[src/rtl/fifo_pkg.sv]
// Shared definitions for the delay-buffer fifo and its reader-side unloader.
package fifo_pkg;

    localparam int FIFO_DEPTH = 8;
    localparam int FIFO_BITS  = 64;

    typedef enum logic [1:0] {
        IDLE    = 2'd0,
        SHIFT   = 2'd1,
        PRESENT = 2'd2
    } unloader_state_t;

endpackage

[src/rtl/fifo_unloader.sv]
// Reader-side controller for the delay-buffer fifo. On start it shifts the
// fifo for exactly DEPTH cycles, packs the words into one line (word 0 is
// the oldest) and offers the line over a valid/ready handshake.
// Optional build macro FIFO_UNLOADER_RECIRC_EN: feed each drained word back
// into the fifo so a drain leaves the fifo contents unchanged.
module fifo_unloader
    import fifo_pkg::*;
#(
    parameter int DEPTH = FIFO_DEPTH,
    parameter int BITS  = FIFO_BITS
) (
    input  logic                  clk,
    input  logic                  rst_n,
    input  logic                  start,
    output logic                  fifo_en,
    output logic [BITS-1:0]       fifo_d,
    input  logic [BITS-1:0]       fifo_q,
    output logic [DEPTH*BITS-1:0] line_data,
    output logic                  line_valid,
    input  logic                  line_ready,
    output logic                  busy,
    output logic                  done
);

    localparam int            CW   = (DEPTH > 1) ? $clog2(DEPTH) : 1;
    localparam logic [CW-1:0] LAST = CW'(DEPTH - 1);

    unloader_state_t state, state_nxt;
    logic [CW-1:0]   cnt;

    // State register
    always_ff @(posedge clk) begin
        if (!rst_n) state <= IDLE;
        else        state <= state_nxt;
    end

    // Next-state and state-decoded outputs
    always_comb begin
        state_nxt  = state;
        fifo_en    = 1'b0;
        line_valid = 1'b0;
        busy       = 1'b0;
        fifo_d     = '0;
        case (state)
            IDLE: begin
                if (start) state_nxt = SHIFT;
            end
            SHIFT: begin
                fifo_en = 1'b1;
                busy    = 1'b1;
`ifdef FIFO_UNLOADER_RECIRC_EN
                fifo_d  = fifo_q;
`endif
                if (cnt == LAST) state_nxt = PRESENT;
            end
            PRESENT: begin
                line_valid = 1'b1;
                busy       = 1'b1;
                if (line_ready) state_nxt = IDLE;
            end
            default: state_nxt = IDLE;
        endcase
    end

    // Word counter: runs only while shifting, back to zero on the last word
    always_ff @(posedge clk) begin
        if (!rst_n)                         cnt <= '0;
        else if (state == SHIFT && cnt != LAST) cnt <= cnt + 1'b1;
        else                                cnt <= '0;
    end

    // Capture each shifted-out word into its slot; held outside SHIFT
    always_ff @(posedge clk) begin
        if (!rst_n)              line_data <= '0;
        else if (state == SHIFT) line_data[int'(cnt)*BITS +: BITS] <= fifo_q;
    end

    // Completion pulse on the cycle after the handshake
    always_ff @(posedge clk) begin
        if (!rst_n) done <= 1'b0;
        else        done <= (state == PRESENT) && line_ready;
    end

endmodule
[config.mk]
export PLATFORM = sky130hd
export DESIGN_NAME = fifo_unloader
export DESIGN_NICKNAME = d
export VERILOG_FILES = /design/src/rtl/fifo_pkg.sv /design/src/rtl/fifo_unloader.sv
export SDC_FILE = /design/constraint.sdc
export NUM_CORES = 1
export LEC_CHECK = 0
export BUFFER_PORTS_ARGS = -buffer_cell sky130_fd_sc_hd__buf_2
export CAP_MARGIN = 20
export CORE_AREA = 4 4 249 251
export DETAILED_ROUTE_END_ITERATION = 6
export DIE_AREA = 0 0 253 255
export PLACE_DENSITY = 0.69
export SYNTH_ARGS = -nofsm -noshare
export SYNTH_HDL_FRONTEND = slang
export SYNTH_SLANG_ARGS = --single-unit
export TNS_END_PERCENT = 20
[constraint.sdc]
create_clock -name clk -period 6.7 [get_ports clk]
set_input_delay 0.67 -clock clk [delete_from_list [all_inputs] [get_ports clk]]
set_output_delay 0.67 -clock clk [all_outputs]
set_load 0.05 [all_outputs]
; ---- Word level (Yosys, flattened, before mapping)
; Index checks and enable logic that the tools add are counted.
[classes]
n_addsub = 2
eq_ne = 7
shifts = 2
muxes = 8
n_reduce_logical = 6
[ops]
columns = operator, count
row1 = $bwmux W512, 1
row2 = $shift A64 B33 Y512 const A, 1
row3 = $shiftx A64 B33 Y512, 1
row4 = $neg A9 Y33, 1
row5 = $mux W2, 3
row6 = $ne A2 B2 Y1 const B, 3
row7 = $pmux W2 S3, 1
row8 = $add A3 B1 Y3 const B, 1
row9 = $eq A3 B3 Y1 const B, 1
row10 = $mux W1, 3
row11 = $ne A3 B3 Y1 const B, 1
row12 = $reduce_and A3 Y1, 1
row13 = $eq A2 B1 Y1 const B, 1
row14 = $eq A2 B2 Y1 const B, 1
row15 = $logic_and A1 B1 Y1, 2
row16 = $logic_not A2 Y1, 1
row17 = $reduce_and A2 Y1, 1
row18 = $reduce_or A2 Y1, 1
[word_totals]
reg_bits = 518
input_bits = 68
out_inout_bits = 580
elab_cells = 29

; ---- Logic depth before layout (Yosys ltp)
; Gate-level depths: netlist (run 1).
[logic_depth]
depth_word = 3
ltp_mapped = 12
mapped_depth_nobuf = 6

; ---- Worst setup path after synthesis (run 1)
; OpenSTA, ideal clock, no wires.
[synth_timing]
kind = register -> register
startpoint = reg cnt[0]
endpoint = reg line_data[103]
setup_ps = 116
arrival_time_ps = 2488
required_time_ps = 6584
path_slack_ps = 4096
stages_incl_launch_ff = 13
n_path_buf = 6
synth_period_minus_slack_ps = 2604
cell_sequence = dfxtp_1 -> buf_4 -> buf_2 -> buf_2 -> inv_1 -> ha_1 -> ha_1 -> buf_4 -> nand3b_1 -> buf_2 -> clkbuf_1 -> nor4_1 -> a31o_2
[synth_via]
elab_chain_len = 3
elab_cells_between_ends = 4
cone_classes = add/sub: 1 / shift: 2 / mux: 1
[synth_rtl]
columns = element, line_no
row1 = start: declaration, fifo_unloader.sv:29  ; logic [CW-1:0] cnt;
row2 = start signal: assignment, fifo_unloader.sv:68  ; else if (state == SHIFT && cnt != LAST) cnt <= cnt + 1'b1;
row3 = $neg A9 Y33 *, fifo_unloader.sv:75  ; else if (state == SHIFT) line_data[int'(cnt)*BITS +: BITS] <= fifo_q;
row4 = $shiftx A64 B33 Y512 or $shift A64 B33 Y512 (tied branches), fifo_unloader.sv:75
row5 = $bwmux W512 *, fifo_unloader.sv:75
row6 = end signal: indexed assignment, fifo_unloader.sv:75
row7 = end: declaration, fifo_unloader.sv:18  ; output logic [DEPTH*BITS-1:0] line_data,
; Mark *: on every way between the ends. The rest lies on a longest branch, timed or not.
; A chain may end at the register's enable or synchronous reset.

; ---- Worst setup path in the final report (run 1)
[layout_timing]
startpoint = reg cnt[0]
endpoint = reg line_data[409]
; Same word-level chain as after synthesis.

==> results_dict.tcl, run 1 <==
set metrics [dict create \
    status "completed" \
    leakage_nw 12.2 \
    area_growth_pct 23.0 \
    synth-simple-area-share 0.196 \
    cts_resized 0 \
    finClkSkew_ns 0.0233 \
    reg2reg_slack_ns 2.59 \
    synth-xor-area-share 0 \
    dpl_worst_slack_ns 2.55 \
    numCtsBuffers 55 \
    muxShareOfSynthArea 0.171 \
    period_share 0.613 \
    htree_levels 2 \
    ios 648 \
    synth_top_family_by_area "simple AND/OR/NAND/NOR gates" \
    rsz0062_at_grt "no" \
    clkTransAtPathRegs_ns 0.06 \
    worstHoldPathCells 2 \
    gp_congestion 0.815 \
    tns_ns 0 \
    syn-cell-area_um2 21100 \
    timing.slew.headroom 0.236 \
    async_flop_share 0 \
    syn_inst 2229 \
    synth_cell_types 37 \
    power.density_nw_per_um2 302 \
    drc_errors 0 \
    dpl.hpwl_um 56700 \
    grt_overflow_total 0 \
    numPortBuffers 583 \
    viasPerCell 5.26 \
    die_area_um2 64500 \
    wl_um 82500 \
    min_to "done$_SDFF_PN0_" \
    critPathMaxFanout 76 \
    vias 18400 \
    setup_ws_ns 2.59 \
    fin_crit_ns 4.11 \
    postRouteAntennaNets 0 \
    cts-hold-fix-buffers 0 \
    worstSetupStartpointType "flop" \
    dieWidth_um 253 \
    hp-class "in2reg" \
    critical_path_required_ns 7.20 \
    instances_no_fill 3497 \
    regToRegStartpoint "cnt[0]$_SDFF_PN0_" \
    dr.pass1.iters 6 \
    yosys_warnings 0 \
    end_kind "flop" \
    r2r_end "line_data[409]$_SDFFE_PN0P_" \
    cts_root_buffer "clkbuf_16" \
    wl_per_cell_um 23.6 \
    clkLatencyLatePin_ns 0.59 \
    finalSetupViolCount 0 \
    die_y_um 255 \
    initial_core_util 0.353 \
    synth_compound_area_frac 0.0638 \
    postCtsSetupRepairBufs 0 \
    grt_pass1_vias 16900 \
    nets 2748 \
    cts_tree "done" \
    crit_start "cnt[0]$_SDFF_PN0_" \
    cap_violations 0 \
    reg2regPathDepth 8 \
    synthAdderAreaFrac 0.00533 \
    grt_pass1_wl_um 116000 \
    antenna_found_initial 5 \
    clockBufferDepth 3 \
    fin_area_um2 26000 \
    grt_max_degree 194 \
    irDropWorstVdd_mv 0.212 \
    placed_cell_area_um2 24100 \
    crit_type "reg2reg" \
    track_usage 0.239 \
    hold_ws_ns 0.350 \
    cp.arrival_ns 4.61 \
    dp_cells 3395 \
    slew_violations 0 \
    synth_edf_count 0 \
    fp-row-count 90 \
    yosys_register_bits 518 \
    drtIter0Drc 1359 \
    drive_above_1_share 0.281 \
    hold_violations 0 \
    avgSynthCellArea_um2 9.48 \
    tightest_slew_ns 1.14 \
    ys.flop_type "dfxtp_1" \
    clock-sinks 518 \
    hold_start "line_ready" \
    max_freq_mhz 244 \
    core_area_um2 59900 \
    seq_area_frac_synth 0.491 \
]
-- layer usage --
layer | GRT usage | up-vias | part of all wire
li1 | - | 8605 | -
met1 | 0.320 | 8881 | 0.43
met2 | 0.369 | 756 | 0.45
met3 | 0.0712 | 155 | 0.090
met4 | 0.0849 | 0 | 0.035
met5 | 0 | - | 0
-- report_power, final --
part,switching [mW],internal (mW),total (mW)
sequential,0.0891,3.19,3.27
clock,1.28,1.84,3.13
combinational,1.15,0.298,1.44
-- logic make-up (layout without fill, tap and decap cells) --
logic type | after synthesis | after routing
other cells | 1 | 67
buf+inv | 298 | 718
mux | 361 | 361
simple gates | 880 | 880
flops | 518 | 518
compound gates | 162 | 162
fa+ha+maj | 9 | 9
-- worst max path at each step --
stage / endpoint / slack [ns] / cells after the start
final: line_data[409]$_SDFFE_PN0P_ / 2.59 / 8
after global routing: line_data[417]$_SDFFE_PN0P_ / 2.31 / 8
after CTS: line_data[471]$_SDFFE_PN0P_ / 2.52 / 5
after detailed placement: line_data[488]$_SDFFE_PN0P_ / 2.55 / 5
after global placement: line_data[477]$_SDFFE_PN0P_ / 2.66 / 5
after floorplan: line_data[103]$_SDFFE_PN0P_ / 4.10 / 12
-- through the flow --
step	util	total power [mW]
2_1_floorplan	-	4.38
3_3_place_gp	0.402	4.78
4_1_cts	0.433	7.91
6_report	0.434	7.85
5_1_grt	0.434	8.11
3_5_place_dp	0.402	4.78
-- synth_stat cells (all sizes together), types with 2 or more instances --
library cell	instances	area, um^2
a31o	137	1200
ha	9	113
dfxtp	518	10400
nand4	30	188
nand2b	2	12.5
or3	2	12.5
and2	7	43.8
or2	2	12.5
and3b	2	17.5
nor4b	4	50.1
a21boi	6	45.0
nor2b	7	43.8
nor2	7	28.8
nand4b	2	17.5
nor4	135	845
and3	5	31.3
clkbuf	134	503
inv	7	26.3
buf	157	1010
nand3	224	1120
o21ai	16	80.1
mux2i	361	3610
nand2	447	1680
-- sequential cells by signal (all words and copies together) (netlist names) --
name	cells
cnt	3
done	1
line_data	512
state	2
-- placed cells by master, fill, tap and decap left out, types with 10 or more instances in the layout --
| master | instances |
|---|---|
| nand2_1 | 446 |
| a31o_1 | 96 |
| dfxtp_1 | 517 |
| conb_1 | 64 |
| a31o_2 | 41 |
| o21ai_0 | 16 |
| clkbuf_8 | 16 |
| clkbuf_16 | 57 |
| buf_2 | 582 |
| nand3_1 | 223 |
| clkbuf_1 | 10 |
| nand4_1 | 30 |
| mux2i_1 | 361 |
| buf_4 | 27 |
| nor4_1 | 135 |
-- area by class of cell --
cell class / instances / area, um^2
inverters: 7 / 26.3
multi-input cells: 1476 / 9550
clock inverters: 15 / 169
well taps: 782 / 978
diodes: 3 / 7.51
fillers: 5925 / 33900
flip-flops and latches: 518 / 10400
clock buffers: 83 / 1680
repair buffers: 613 / 3200
-- critical path, cell delays in order (launching register included) --
cell      delay (ns)
dfxtp_4         0.92
inv_1           0.17
ha_1            0.29
ha_4            0.19
nand2b_4        0.54
nor4b_2         0.41
buf_4           0.63
buf_4           0.57
mux2i_1         0.25
Note: power is estimated with default switching activity, not from simulation.
==> run 2, diff against run 1 <==
clock period = 3.9 ns   (was 6.7 ns; I/O delays follow)
==> run 2 against run 1 <==
Effect of this change: wire length increased by 0.77%; fmax increased by 25%; first-iteration DRC count increased by 12%; clock-buffer cell count decreased by 13; sequential share of layout area decreased by 0.50 points; power increased by 77%; cell area increased by 1.3%.
==> results_dict.tcl, run 2 (same netlist as run 1, synthesis figures left out) <==
set metrics [dict create \
    clockBufferDepth 3 \
    top_usage_layer "met2" \
    die_y_um 255 \
    clkTransAtPathRegs_ns 0.07 \
    nets 2768 \
    tns_ns 0 \
    grt_max_degree 111 \
    grt_pass1_wl_um 118000 \
    postCtsSetupRepairBufs 0 \
    hold_start "line_ready" \
    clock-sinks 518 \
    irDropWorstVdd_mv 0.346 \
    hp-class "in2reg" \
    crit_path_end "line_data[142]$_SDFFE_PN0P_" \
    end_kind "flop" \
    reg2reg_slack_ns 0.62 \
    rsz0062_at_grt "no" \
    ios 648 \
    mostFrequentLayoutCells "buf_2 (582), dfxtp_1 (517), nand2_1 (446), mux2i_1 (361), nand3_1 (223)" \
    antenna_found_initial 1 \
    cap_violations 0 \
    cts-hold-fix-buffers 0 \
    crit_start "cnt[0]$_SDFF_PN0_" \
    timing.slew.headroom 0.236 \
    drive_above_1_share 0.289 \
    grt_use_met3 0.0698 \
    initial_core_util 0.353 \
    power.density_nw_per_um2 528 \
    max_freq_mhz 304 \
    htree_levels 2 \
    grt_overflow_total 0 \
    largest_register_ffs 512 \
    area_growth_pct 24.6 \
    reg_top3 "line_data x512, cnt x3, state x2" \
    grt_util_met1 0.324 \
    dr.pass1.iters 6 \
    critical_path_required_ns 4.42 \
    drc_errors 0 \
    numCtsBuffers 55 \
    leakage_nw 12.3 \
    status "completed" \
    finalSetupViolCount 0 \
    final_common_cell "buf_2" \
    fp-row-count 90 \
    cts_resized 0 \
    wl_um 83100 \
    regMostFlops "line_data" \
    worstSetupStartpointType "flop" \
    viasPerCell 5.22 \
    crit_type "reg2reg" \
    wl_per_cell_um 23.6 \
    cts_root_buffer "clkbuf_16" \
    cts_tree "done" \
    register_area_um2 10400 \
    grt_pass1_vias 17000 \
    die_area_um2 64500 \
    numPortBuffers 583 \
    reg2regPathDepth 7 \
    clkLatencyLatePin_ns 0.61 \
    use_met2 0.382 \
    hold_violations 0 \
    fin_crit_ns 3.28 \
    finClkSkew_ns 0.0257 \
    tightest_slew_ns 1.14 \
    drtIter0Drc 1516 \
    track_usage 0.242 \
    cp.arrival_ns 3.81 \
    core_area_um2 59900 \
    period_share 0.842 \
    power_mw 13.9 \
    critPathMaxFanout 64 \
    r2r_end "line_data[142]$_SDFFE_PN0P_" \
    dieWidth_um 253 \
    multi_input_area_um2 9550 \
    dpl.hpwl_um 57800 \
    regToRegStartpoint "cnt[0]$_SDFF_PN0_" \
    vias 18400 \
    fillers 5839 \
    gp_congestion 0.818 \
    postRouteAntennaNets 0 \
    slew_violations 0 \
]
[run 2: cell types whose count changed in the layout (fill, tap and decap cells not counted)]
cell        previous run  this run
clkbuf_8              16         9
clkinv_8               0         1
inv_8                  0         1
clkinv_2               6        12
clkbuf_1              10         5
buf_16                 1         0
buf_12                 2         7
clkinv_4               1         6
clkinvlp_4             3         2
buf_4                 27        43
bufinv_16              3         9
clkbuf_16             57        56
[run 2: how the worst min path moves through the flow]
stage                                       end  cells past startpoint
floorplan                 state[1]$_SDFFE_PN0P_                      2
global placement    line_data[198]$_SDFFE_PN0P_                      2
detailed placement  line_data[240]$_SDFFE_PN0P_                      2
CTS                             done$_SDFF_PN0_                      2
global route                    done$_SDFF_PN0_                      2
finish                          done$_SDFF_PN0_                      2
[run 2: layout make-up]
cell class / instances / area share
well taps: 782 / 0.0372
multi-input cells: 1476 / 0.363
diodes: 3 / 0.000285
clock buffers: 70 / 0.0587
repair buffers: 633 / 0.129
inverters: 7 / 0.000999
clock inverters: 33 / 0.0168
flip-flops and latches: 518 / 0.394
[run 2: worst max-delay path, stage by stage (launching register included)]
cell and delay (ns):
dfxtp_4 0.54, inv_1 0.12, ha_1 0.26, ha_4 0.35
nand4b_1 0.14, buf_4 0.56, or2_4 0.87, mux2i_1 0.28
[run 2: report_power, final]
part           internal, mW  switching [mW]
registers              5.47           0.114
logic                 0.541            2.03
clock network          3.42            2.31
[run 2: per-stage QoR]
stage / cell area [um^2] / hold slack [ns] / instances / util / worst slack [ns]
2_1_floorplan: 21400 / 0.451 / 2292 / - / 1.30
3_3_place_gp: 24300 / 0.439 / 3416 / 0.406 / 0.688
3_5_place_dp: 24300 / 0.444 / 3416 / 0.406 / 0.657
4_1_cts: 26300 / 0.00686 / 3519 / 0.439 / 0.604
5_1_grt: 26300 / 0.00873 / 3519 / 0.439 / 0.468
6_report: 26300 / 0.0432 / 3522 / 0.439 / 0.616
[run 2: metal layers]
metal / up-vias / part of all wire
met5: - / 0
met4: 0 / 0.029
met3: 131 / 0.088
met2: 759 / 0.45
met1: 8828 / 0.43
li1: 8662 / -
==> run 3, diff against run 2 <==
PLACE_DENSITY = 0.71   (was 0.69)
clock period = 2.98 ns   (was 3.9 ns; I/O delays follow)
==> run 3 against run 2 <==
Effect of this change: sequential share of layout area is 0.28 points lower; first-iteration DRC count is 6.1% higher; worst setup slack lost 0.31 ns; power rose by 29%; cell area up 0.73%; non-clock buffer count is 27 higher; utilization up 0.32 points; cell count increased by 0.60%; worst hold slack worse by 0.0042 ns; clock power increased by 24%; critical path type unchanged.
==> results_dict.tcl, run 3 (same netlist as run 1, synthesis figures left out) <==
set metrics [dict create \
    postCtsSetupRepairBufs 0 \
    dpl.hpwl_um 57700 \
    fp-row-count 90 \
    clkTransAtPathRegs_ns 0.06 \
    fillers 5792 \
    largest_register_ffs 512 \
    htree_levels 2 \
    grt_max_degree 135 \
    nets 2795 \
    drtIter0Drc 1608 \
    grt_pass1_vias 17300 \
    regMostFlops "line_data" \
    pwr-share-seq 0.407 \
    finalSetupViolCount 0 \
    die_y_um 255 \
    finClkSkew_ns 0.0249 \
    cp.arrival_ns 3.16 \
    rsz0062_at_grt "no" \
    postRouteAntennaNets 0 \
    slew_violations 0 \
    tns_ns 0 \
    gp_congestion 0.848 \
    status "completed" \
    cts_root_buffer "clkbuf_16" \
    max_freq_mhz 374 \
    numPortBuffers 583 \
    viasPerCell 5.27 \
    fin_util 0.442 \
    period_share 0.896 \
    track_usage 0.241 \
    grt_pass1_wl_um 118000 \
    hold_violations 0 \
    vias 18700 \
    cts_tree "done" \
    critPathMaxFanout 64 \
    mostFrequentLayoutCells "buf_2 (582), dfxtp_1 (517), nand2_1 (446), mux2i_1 (361), nand3_1 (223)" \
    timing.slew.headroom 0.277 \
    p_int_mw 12.1 \
    power.density_nw_per_um2 674 \
    final_common_cell "buf_2" \
    cap_violations 0 \
    area_growth_pct 25.5 \
    drc_errors 0 \
    critical_path_required_ns 3.47 \
    end_kind "flop" \
    hp-class "in2reg" \
    wl_per_cell_um 23.3 \
    leakage_nw 12.4 \
    wl_um 82700 \
    tightest_slew_ns 1.08 \
    crit_type "reg2reg" \
    initial_core_util 0.353 \
    clockBufferDepth 3 \
    power_frac_comb 0.196 \
    ios 648 \
    reg_top3 "line_data x512, cnt x3, state x2" \
    worstSetupStartpointType "flop" \
    clkLatencyLatePin_ns 0.61 \
    switching_share 0.326 \
    die_area_um2 64500 \
    drive_above_1_share 0.289 \
    dieWidth_um 253 \
    core_area_um2 59900 \
    dr.pass1.iters 5 \
    cts_resized 0 \
    fin_crit_ns 2.67 \
    clock-sinks 518 \
    numCtsBuffers 55 \
    irDropWorstVdd_mv 0.430 \
    clockPowerShare 0.397 \
    antenna_found_initial 2 \
    power_switching_mw 5.82 \
    grt_overflow_total 0 \
]
[run 3: cell count changes in the layout (fill, tap and decap cells not counted), moves of 4 or more]
cell / before / now
dlygate4sd3_1: 0 / 15
buf_12: 7 / 14
buf_4: 43 / 48
bufinv_16: 9 / 5
clkinv_4: 6 / 2
inv_6: 2 / 6
[run 3: layout make-up]
type / count / area, um^2 / area share
clock inverter: 28 / 318 / 0.0120
clock buffer: 71 / 1540 / 0.0580
sequential: 518 / 10400 / 0.391
multi-input combinational: 1476 / 9550 / 0.360
antenna: 1 / 2.50 / 0.0000944
tap: 782 / 978 / 0.0369
timing repair buffer: 660 / 3720 / 0.140
inverter: 7 / 26.3 / 0.000991
[run 3: final timing paths]
kind / start / endpoint / slack, ns / cells past startpoint
setup / recovery: cnt[1]$_SDFF_PN0_ / line_data[128]$_SDFFE_PN0P_ / 0.31 / 6
hold / removal: fifo_q[50] / line_data[306]$_SDFFE_PN0P_ / 0.04 / 3
hold reg to reg: line_data[194]$_SDFFE_PN0P_ / line_data[194]$_SDFFE_PN0P_ / 0.45 / 2
setup reg to reg: cnt[1]$_SDFF_PN0_ / line_data[128]$_SDFFE_PN0P_ / 0.31 / 6
[run 3: metal layers]
layer  vias to the layer above  track usage  part of all wire
li1                       8693            -                 -
met4                         0       0.0717             0.031
met2                       819        0.375              0.45
met5                         -            0                 0
met3                       149       0.0569             0.082
met1                      9012        0.334              0.44
[run 3: timing repair]
action	4_1_cts	5_1_grt
hold endpoints to repair	26	0
hold buffers	15	0
endpoints found under the setup margin	0	0
[run 3: stage by stage]
stage	power, mW	instance area (um^2)	instances	hold slack (ns)	setup slack, ns
2_1_floorplan	9.85	21400	2292	0.437	0.376
3_3_place_gp	10.9	24500	3428	0.440	0.391
3_5_place_dp	10.9	24500	3428	0.444	0.391
4_1_cts	18.0	26500	3542	0.00123	0.334
5_1_grt	18.4	26500	3543	0.0171	0.185
6_report	17.9	26500	3543	0.0391	0.309
[run 3: power by group through the flow]
| stage | Sequential (mW) | Combinational (mW) | Clock (mW) |
|---|---|---|---|
| after floorplan | 8.19 | 1.66 | 0 |
| after detailed placement | 7.43 | 3.47 | 0 |
| after global placement | 7.42 | 3.45 | 0 |
| after CTS | 7.28 | 3.49 | 7.23 |
| after global routing | 7.30 | 3.64 | 7.48 |
| final | 7.28 | 3.49 | 7.09 |
[run 3: critical path: stages (launching register included)]
cell and delay [ns]:
dfxtp_1 0.44, inv_1 0.07, ha_1 0.23, ha_4 0.51, nand4b_1 0.25, or2_4 0.56
a31o_2 0.39
